--- src/rtl/pong_pkg.sv ---
// Shared definitions for the pong ball engine: FSM state encoding, colour
// constants, ball geometry and small direction helpers.
package pong_pkg;

  typedef enum logic [2:0] {
    ST_IDLE = 3'b000,
    ST_UL   = 3'b001,
    ST_UR   = 3'b010,
    ST_DR   = 3'b011,
    ST_DL   = 3'b100,
    ST_MISS = 3'b111
  } ball_state_e;

  localparam logic [2:0] RGB_BLANK = 3'b000;
  localparam logic [2:0] RGB_WALL  = 3'b001;
  localparam logic [2:0] RGB_BAR   = 3'b010;
  localparam logic [2:0] RGB_BALL  = 3'b100;
  localparam logic [2:0] RGB_BG    = 3'b110;

  localparam int BALL_SIZE = 8;

  function automatic logic is_moving(ball_state_e s);
    return s inside {ST_UL, ST_UR, ST_DR, ST_DL};
  endfunction

  function automatic logic goes_right(ball_state_e s);
    return s inside {ST_UR, ST_DR};
  endfunction

  function automatic logic goes_down(ball_state_e s);
    return s inside {ST_DR, ST_DL};
  endfunction

  // Rebuild a moving state from its horizontal and vertical components.
  function automatic ball_state_e dir_state(logic right, logic down);
    case ({right, down})
      2'b00:   return ST_UL;
      2'b10:   return ST_UR;
      2'b11:   return ST_DR;
      default: return ST_DL;
    endcase
  endfunction

endpackage

--- src/rtl/pong_ball_engine_if.sv ---
// Pixel-side bundle of the pong ball engine: scan position and controls in,
// pixel colour, events and counters out.
interface pong_ball_engine_if #(
  parameter int COORD_W = 10,
  parameter int CNT_W   = 8
);
  logic               video_on;
  logic [COORD_W-1:0] pix_x;
  logic [COORD_W-1:0] pix_y;
  logic [1:0]         btn;
  logic               launch;
  logic               ball_round;
  logic [2:0]         graph_rgb;
  logic               ball_hit;
  logic               ball_miss;
  logic [CNT_W-1:0]   hit_count;
  logic [CNT_W-1:0]   miss_count;
  logic               game_active;

  modport master (
    output video_on, pix_x, pix_y, btn, launch, ball_round,
    input  graph_rgb, ball_hit, ball_miss, hit_count, miss_count, game_active
  );

  modport slave (
    input  video_on, pix_x, pix_y, btn, launch, ball_round,
    output graph_rgb, ball_hit, ball_miss, hit_count, miss_count, game_active
  );
endinterface

--- src/rtl/pong_ball_rom.sv ---
// Round-ball mask: one 8-bit row per ball line, MSB is the leftmost pixel.
module pong_ball_rom (
  input  logic [2:0] row_i,
  output logic [7:0] mask_o
);
  always_comb begin
    case (row_i)
      3'd0, 3'd7: mask_o = 8'h3C;
      3'd1, 3'd6: mask_o = 8'h7E;
      default:    mask_o = 8'hFF;
    endcase
  end
endmodule

--- src/rtl/pong_ball_engine.sv ---
// Single-playfield pong engine: paddle, ball motion FSM, collisions, event
// counters and registered pixel colour. Motion advances once per frame.
module pong_ball_engine
  import pong_pkg::*;
#(
  parameter int COORD_W    = 10,
  parameter int H_ACTIVE   = 640,
  parameter int V_ACTIVE   = 480,
  parameter int WALL_X_L   = 32,
  parameter int WALL_X_R   = 35,
  parameter int BAR_X_L    = 600,
  parameter int BAR_X_R    = 603,
  parameter int BAR_Y_SIZE = 72,
  parameter int BAR_V      = 4,
  parameter int BALL_V     = 2,
  parameter int CNT_W      = 8
) (
  input  logic              clk,
  input  logic              reset,
  pong_ball_engine_if.slave bus
);

  localparam logic [COORD_W-1:0] TICK_Y       = COORD_W'(V_ACTIVE);
  localparam logic [COORD_W-1:0] BAR_Y_RST    = COORD_W'((V_ACTIVE - BAR_Y_SIZE) / 2);
  localparam logic [COORD_W-1:0] BALL_X_CTR   = COORD_W'(H_ACTIVE / 2 - BALL_SIZE / 2);
  localparam logic [COORD_W-1:0] BALL_Y_CTR   = COORD_W'(V_ACTIVE / 2 - BALL_SIZE / 2);
  localparam logic [COORD_W-1:0] BAR_EXT      = COORD_W'(BAR_Y_SIZE - 1);
  localparam logic [COORD_W-1:0] BALL_EXT     = COORD_W'(BALL_SIZE - 1);
  localparam logic [COORD_W-1:0] BAR_STEP     = COORD_W'(BAR_V);
  localparam logic [COORD_W-1:0] BALL_STEP    = COORD_W'(BALL_V);
  // Paddle may step down only while its top stays below this row.
  localparam logic [COORD_W-1:0] BAR_DOWN_LIM = COORD_W'(V_ACTIVE - 1 - BAR_V - (BAR_Y_SIZE - 1));
  localparam logic [COORD_W-1:0] TOP_LIM      = COORD_W'(BALL_V);
  localparam logic [COORD_W-1:0] BOT_LIM      = COORD_W'(V_ACTIVE - 1 - BALL_V);
  localparam logic [COORD_W-1:0] WALL_LIM     = COORD_W'(WALL_X_R + BALL_V);
  localparam logic [COORD_W-1:0] MISS_LIM     = COORD_W'(H_ACTIVE - 1 - BALL_V);
  localparam logic [COORD_W-1:0] WALL_L       = COORD_W'(WALL_X_L);
  localparam logic [COORD_W-1:0] WALL_R       = COORD_W'(WALL_X_R);
  localparam logic [COORD_W-1:0] BAR_L        = COORD_W'(BAR_X_L);
  localparam logic [COORD_W-1:0] BAR_R        = COORD_W'(BAR_X_R);

  ball_state_e        state_q, state_d;
  logic [COORD_W-1:0] bar_y_q, bar_y_d;
  logic [COORD_W-1:0] ball_x_q, ball_x_d;
  logic [COORD_W-1:0] ball_y_q, ball_y_d;
  logic [CNT_W-1:0]   hit_cnt_q, hit_cnt_d;
  logic [CNT_W-1:0]   miss_cnt_q, miss_cnt_d;
  logic               hit_q, hit_d;
  logic               miss_q, miss_d;
  logic               game_active_q;
  logic [2:0]         rgb_q, rgb_d;

  logic               refr_tick;
  logic [COORD_W-1:0] bar_y_b, ball_x_r, ball_y_b;
  logic               go_right, go_down;
  logic               flip_v, flip_wall, paddle_hit, exit_right, flip_h;

  assign refr_tick = (bus.pix_x == '0) && (bus.pix_y == TICK_Y);
  assign bar_y_b   = bar_y_q + BAR_EXT;
  assign ball_x_r  = ball_x_q + BALL_EXT;
  assign ball_y_b  = ball_y_q + BALL_EXT;

  // Collision flags from current positions; only consulted in moving states.
  assign go_right   = goes_right(state_q);
  assign go_down    = goes_down(state_q);
  assign flip_v     = go_down ? (ball_y_b >= BOT_LIM) : (ball_y_q <= TOP_LIM);
  assign flip_wall  = !go_right && (ball_x_q <= WALL_LIM);
  assign paddle_hit = go_right && (ball_x_r >= BAR_L) && (ball_x_r <= BAR_R)
                      && (ball_y_b >= bar_y_q) && (ball_y_q <= bar_y_b);
  assign exit_right = go_right && !paddle_hit && (ball_x_r >= MISS_LIM);
  assign flip_h     = flip_wall || paddle_hit;

  // NOTE: every signal written in an always_comb gets a default first, so no
  // path leaves it unassigned and no latch is inferred.
  always_comb begin
    state_d    = state_q;
    bar_y_d    = bar_y_q;
    ball_x_d   = ball_x_q;
    ball_y_d   = ball_y_q;
    hit_cnt_d  = hit_cnt_q;
    miss_cnt_d = miss_cnt_q;
    hit_d      = 1'b0;
    miss_d     = 1'b0;

    if (refr_tick) begin
      if (bus.btn == 2'b10 && bar_y_q < BAR_DOWN_LIM) begin
        bar_y_d = bar_y_q + BAR_STEP;
      end else if (bus.btn == 2'b01 && bar_y_q > BAR_STEP) begin
        bar_y_d = bar_y_q - BAR_STEP;
      end

      unique case (state_q)
        ST_IDLE: begin
          if (bus.launch) state_d = ST_UL;
        end
        ST_MISS: begin
          if (bus.launch) begin
            ball_x_d = BALL_X_CTR;
            ball_y_d = BALL_Y_CTR;
            state_d  = ST_UL;
          end
        end
        default: begin
          if (exit_right) begin
            state_d = ST_MISS;
            miss_d  = 1'b1;
            if (miss_cnt_q != '1) miss_cnt_d = miss_cnt_q + CNT_W'(1);
          end else if (flip_v || flip_h) begin
            // A bounce replaces this frame's step.
            state_d = dir_state(go_right ^ flip_h, go_down ^ flip_v);
            hit_d   = paddle_hit;
            if (paddle_hit && hit_cnt_q != '1) hit_cnt_d = hit_cnt_q + CNT_W'(1);
          end else begin
            ball_x_d = go_right ? ball_x_q + BALL_STEP : ball_x_q - BALL_STEP;
            ball_y_d = go_down  ? ball_y_q + BALL_STEP : ball_y_q - BALL_STEP;
          end
        end
      endcase
    end
  end

  logic       wall_on, bar_on, ball_sq, ball_on;
  logic [2:0] ball_row, ball_col;
  logic [7:0] ball_mask;

  assign ball_row = 3'(bus.pix_y - ball_y_q);
  assign ball_col = 3'(bus.pix_x - ball_x_q);

  pong_ball_rom u_rom (
    .row_i  (ball_row),
    .mask_o (ball_mask)
  );

  assign wall_on = (bus.pix_x >= WALL_L) && (bus.pix_x <= WALL_R);
  assign bar_on  = (bus.pix_x >= BAR_L) && (bus.pix_x <= BAR_R)
                   && (bus.pix_y >= bar_y_q) && (bus.pix_y <= bar_y_b);
  assign ball_sq = (bus.pix_x >= ball_x_q) && (bus.pix_x <= ball_x_r)
                   && (bus.pix_y >= ball_y_q) && (bus.pix_y <= ball_y_b);
  assign ball_on = ball_sq && (state_q != ST_MISS)
                   && (!bus.ball_round || ball_mask[~ball_col]);

  always_comb begin
    rgb_d = RGB_BG;
    if (!bus.video_on)  rgb_d = RGB_BLANK;
    else if (wall_on)   rgb_d = RGB_WALL;
    else if (bar_on)    rgb_d = RGB_BAR;
    else if (ball_on)   rgb_d = RGB_BALL;
  end

  // NOTE: sequential state uses non-blocking assignments so every register
  // samples the values from before the clock edge.
  always_ff @(posedge clk or negedge reset) begin
    if (!reset) begin
      state_q       <= ST_IDLE;
      bar_y_q       <= BAR_Y_RST;
      ball_x_q      <= BALL_X_CTR;
      ball_y_q      <= BALL_Y_CTR;
      hit_cnt_q     <= '0;
      miss_cnt_q    <= '0;
      hit_q         <= 1'b0;
      miss_q        <= 1'b0;
      game_active_q <= 1'b0;
      rgb_q         <= RGB_BLANK;
    end else begin
      state_q       <= state_d;
      bar_y_q       <= bar_y_d;
      ball_x_q      <= ball_x_d;
      ball_y_q      <= ball_y_d;
      hit_cnt_q     <= hit_cnt_d;
      miss_cnt_q    <= miss_cnt_d;
      hit_q         <= hit_d;
      miss_q        <= miss_d;
      game_active_q <= is_moving(state_d);
      rgb_q         <= rgb_d;
    end
  end

  assign bus.graph_rgb   = rgb_q;
  assign bus.ball_hit    = hit_q;
  assign bus.ball_miss   = miss_q;
  assign bus.hit_count   = hit_cnt_q;
  assign bus.miss_count  = miss_cnt_q;
  assign bus.game_active = game_active_q;

endmodule
--- src/flat_wrapper.sv ---
// flat-port wrapper written by rule: the top's interface ports become plain ports
module pong_ball_engine_flat import pong_pkg::*;
#(
  parameter int COORD_W    = 10,
  parameter int H_ACTIVE   = 640,
  parameter int V_ACTIVE   = 480,
  parameter int WALL_X_L   = 32,
  parameter int WALL_X_R   = 35,
  parameter int BAR_X_L    = 600,
  parameter int BAR_X_R    = 603,
  parameter int BAR_Y_SIZE = 72,
  parameter int BAR_V      = 4,
  parameter int BALL_V     = 2,
  parameter int CNT_W      = 8
)
  (clk, reset, bus_video_on, bus_pix_x, bus_pix_y, bus_btn, bus_launch, bus_ball_round, bus_graph_rgb, bus_ball_hit, bus_ball_miss, bus_hit_count, bus_miss_count, bus_game_active);
  pong_ball_engine_if #(.COORD_W(COORD_W), .CNT_W(CNT_W)) bus_i ();
  input  logic clk;
  input  logic reset;
  input wire logic [$bits(bus_i.video_on)-1:0] bus_video_on;
  input wire logic [$bits(bus_i.pix_x)-1:0] bus_pix_x;
  input wire logic [$bits(bus_i.pix_y)-1:0] bus_pix_y;
  input wire logic [$bits(bus_i.btn)-1:0] bus_btn;
  input wire logic [$bits(bus_i.launch)-1:0] bus_launch;
  input wire logic [$bits(bus_i.ball_round)-1:0] bus_ball_round;
  output wire logic [$bits(bus_i.graph_rgb)-1:0] bus_graph_rgb;
  output wire logic [$bits(bus_i.ball_hit)-1:0] bus_ball_hit;
  output wire logic [$bits(bus_i.ball_miss)-1:0] bus_ball_miss;
  output wire logic [$bits(bus_i.hit_count)-1:0] bus_hit_count;
  output wire logic [$bits(bus_i.miss_count)-1:0] bus_miss_count;
  output wire logic [$bits(bus_i.game_active)-1:0] bus_game_active;
  assign bus_i.video_on = bus_video_on;
  assign bus_i.pix_x = bus_pix_x;
  assign bus_i.pix_y = bus_pix_y;
  assign bus_i.btn = bus_btn;
  assign bus_i.launch = bus_launch;
  assign bus_i.ball_round = bus_ball_round;
  assign bus_graph_rgb = bus_i.graph_rgb;
  assign bus_ball_hit = bus_i.ball_hit;
  assign bus_ball_miss = bus_i.ball_miss;
  assign bus_hit_count = bus_i.hit_count;
  assign bus_miss_count = bus_i.miss_count;
  assign bus_game_active = bus_i.game_active;
  pong_ball_engine #(.COORD_W(COORD_W), .H_ACTIVE(H_ACTIVE), .V_ACTIVE(V_ACTIVE), .WALL_X_L(WALL_X_L), .WALL_X_R(WALL_X_R), .BAR_X_L(BAR_X_L), .BAR_X_R(BAR_X_R), .BAR_Y_SIZE(BAR_Y_SIZE), .BAR_V(BAR_V), .BALL_V(BALL_V), .CNT_W(CNT_W)) u_core (.clk(clk), .reset(reset), .bus(bus_i));
endmodule
--- config.mk ---
export PLATFORM = sky130hd
export DESIGN_NAME = pong_ball_engine_flat
export DESIGN_NICKNAME = d
export VERILOG_FILES = /design/src/rtl/pong_pkg.sv /design/src/rtl/pong_ball_engine_if.sv /design/src/rtl/pong_ball_rom.sv /design/src/rtl/pong_ball_engine.sv /design/src/flat_wrapper.sv
export SDC_FILE = /design/constraint.sdc
export NUM_CORES = 1
export LEC_CHECK = 0
export BUFFER_PORTS_ARGS = -buffer_cell sky130_fd_sc_hd__buf_2
export CAP_MARGIN = 10
export CORE_MARGIN = 2
export CORE_UTILIZATION = 50
export DETAILED_ROUTE_END_ITERATION = 10
export PLACE_DENSITY = 0.69
export SLEW_MARGIN = 20
export SYNTH_ARGS = -nofsm -noshare
export SYNTH_HDL_FRONTEND = slang
export SYNTH_HIERARCHICAL = 1
export SYNTH_SLANG_ARGS = --single-unit
--- constraint.sdc ---
create_clock -name clk -period 4.6 [get_ports clk]
set_input_delay 0.46 -clock clk [delete_from_list [all_inputs] [get_ports clk]]
set_output_delay 0.46 -clock clk [all_outputs]
set_load 0.01 [all_outputs]
==> flow_summary.ini <==
[worst_hold_path]
hp-class = primary input to asynchronous set/reset pin

[setup_path]
worst_setup_path_start_kind = flop
cp.arrival_ps = 4490
worstPathCellList = inv_1 -> ha_1 -> nand4b_1 -> or2_2 -> xnor2_1 -> ha_1 -> a211o_1 -> a31oi_1 -> nor3_2 -> o41a_4 -> or4_4 -> or3_1 -> nand3_1
slowest_stage = or4_4
worstPathRequired_ps = 4850
path_class = flop to flop
end_kind = flop
cpMostUsedCell = ha_1
worst-path-max-fanout = 12
crit_family = simple AND/OR/NAND/NOR gates
crit_buf_inv = 1
critPathMaxStageDelay_ps = 590

[logic_synthesis]
synth_edf_count = 0
synth_top_cells_by_area = ha_1 (20%), dfrtp_1 (17%), xnor2_1 (8.0%)
synth_top_area_cell = ha_1
syn_inst = 631
synth_seq_cells = 51
synthFlopType = dfrtp_1
synthArstFlopShare = 1.00
ys_seq_area_frac = 0.241
ys_warn_count = 6
synth.top_cells.by_count = ha_1 (86), o21ai_0 (50), xnor2_1 (49)
ys_types = 72
synth_top_area_share = 0.201
avgSynthCellArea_um2 = 8.50
syn_area_um2 = 5360
synth_most_common_cell = ha_1

[timing]
finalHoldViolations = 0
drv_slew = 0
slew_headroom = 0.281
fin_crit_ps = 4240
tightest_slew_ps = 1070
rsz0062_at_grt = no
final-setup-viol-count = 0
fin_crit_sh = 0.922
setup_tns_ps = 0
max_freq_ghz = 0.236
fin_skew_ps = 10.5

[cells_and_area]
final_util = 0.560
num-nets-final = 787
antenna_cells = 0
syn2layout_area_growth_pct = 8.21
final_layout_size_suffix_gt1_frac = 0.138

[clocking]
cts.sinks = 51
insertion_delay_ps = 320
numCtsBuffers = 5
cts_resized = 0
clkTransAtPathRegs_ps = 100
cts_tree = yes
clk_path_buf_depth = 2
hold_buffers = 0
root_buffer = clkbuf_8
cts_setup_buffers = 0
h-tree-depth = 2

[pwr]
p_per_area_nw_per_um2 = 146
finalPower_uw = 846
p_leak_nw = 2.70
max-vdd-ir-drop_mv = 0.133

[global_routing]
grt_pass1_vias = 4616
antenna_found_initial = 0
grt_pass1_wl_mm = 23.1
grt_max_degree = 52
grt.overflow.total = 0
grt_usage = 0.249

[drt]
first_pass_iters = 6
num_vias = 4881
drt-initial-drc-count = 435
wl_per_cell_um = 17.5
vias_per_cell = 6.04
wirelength_mm = 14.2
drc_errors = 0
antenna_left = 0

[floorplanning]
core-area_um2 = 10400
row_count = 37
die_h_um = 108
initial_core_util = 0.517
die-area_um2 = 11600
die_w_um = 108
pin_count = 49

[flow_run]
cap_violations = 0

[status]
status = finished clean

[placement]
gp_congestion = 0.964
io_buffer_count = 48
hpwl_mm = 11.0
## final cells by class
type | instances | area (um^2)
well taps | 136 | 170
clock inverters | 3 | 27.5
inverters | 49 | 184
repair buffers | 54 | 285
multi-input cells | 510 | 3770
fillers | 971 | 4570
clock buffers | 5 | 68.8
flip-flops and latches | 51 | 1290
## registers in the layout (all words and copies together), names as in the netlist
name / flops
u_core/ball_x_q: 9
u_core/ball_y_q: 9
u_core/bar_y_q: 8
u_core/bus.hit_count: 8
u_core/bus.miss_count: 8
u_core/bus.graph_rgb: 3
u_core/state_q: 3
u_core/bus.ball_hit: 1
u_core/bus.ball_miss: 1
u_core/bus.game_active: 1
## path summary, 6_finish.rpt
check / slack, ps / cells after the start / start / endpoint
worst min-delay path: 250 / 2 / reset / u_core/ball_x_q[6]
min in group clk: 360 / 3 / bus_video_on / u_core/bus.graph_rgb[0]
worst max-delay path: 360 / 13 / u_core/ball_y_q[1] / u_core/ball_y_q[5]
max in group asynchronous: 3920 / 2 / reset / u_core/bus.hit_count[1]
worst max register to register: 360 / 13 / u_core/ball_y_q[1] / u_core/ball_y_q[5]
worst min register to register: 490 / 1 / u_core/bus.miss_count[6] / u_core/bus.miss_count[6]
## metal layers
layer  track usage  vias to the layer above  wire [um]
li1              -                     2349          -
met1         0.360                     2318       6610
met2         0.403                      196       6440
met3        0.0321                       18        956
met4        0.0458                        0        141
met5             0                        -          0
## metrics by stage
step	instance area (um^2)	cells	hold WS, ps	worst slack [ps]
after detailed placement	5700	800	474	262
after global placement	5700	800	472	376
after global routing	5800	808	293	46.6
after floorplan	5370	634	164	846
after CTS	5800	808	268	221
final	5800	808	249	359
## cells in the final DEF (no fill, tap or decap), drive strengths merged, types with 3 or more instances in the layout
cell type	n
buf	54
nor2	36
dfrtp	37
o21ai	52
xor2	8
nand4	16
or3	8
and3	13
o21a	6
o211ai	5
inv	51
fa	3
ha	86
a211oi	3
and4	3
conb	6
nand2	43
dfstp	14
a31oi	8
nand2b	4
nor4	10
clkbuf	5
nand3	20
a21boi	5
a21oi	35
nor2b	7
o22ai	4
nor3	24
a21o	10
xnor2	50
## cells by family after synthesis
kind of cell / after synthesis / synth area share
AOI/OAI and AO/OA: 152 / 0.179
xor gates and xnor gates: 58 / 0.0961
adders and majority gates: 89 / 0.212
buffers and inverters: 73 / 0.0581
DFF: 51 / 0.241
muxes: 6 / 0.0163
other: 3 / 0.00210
and+or+nand+nor: 199 / 0.196
## report_power, final
part / leakage, nW / switching [mW] / internal (mW)
combinational: 2.04 / 0.0620 / 0.0445
clock: 0.0467 / 0.176 / 0.113
sequential: 0.617 / 0.000175 / 0.450
total: 2.70 / 0.238 / 0.607
(Power assumes the default switching activity.)
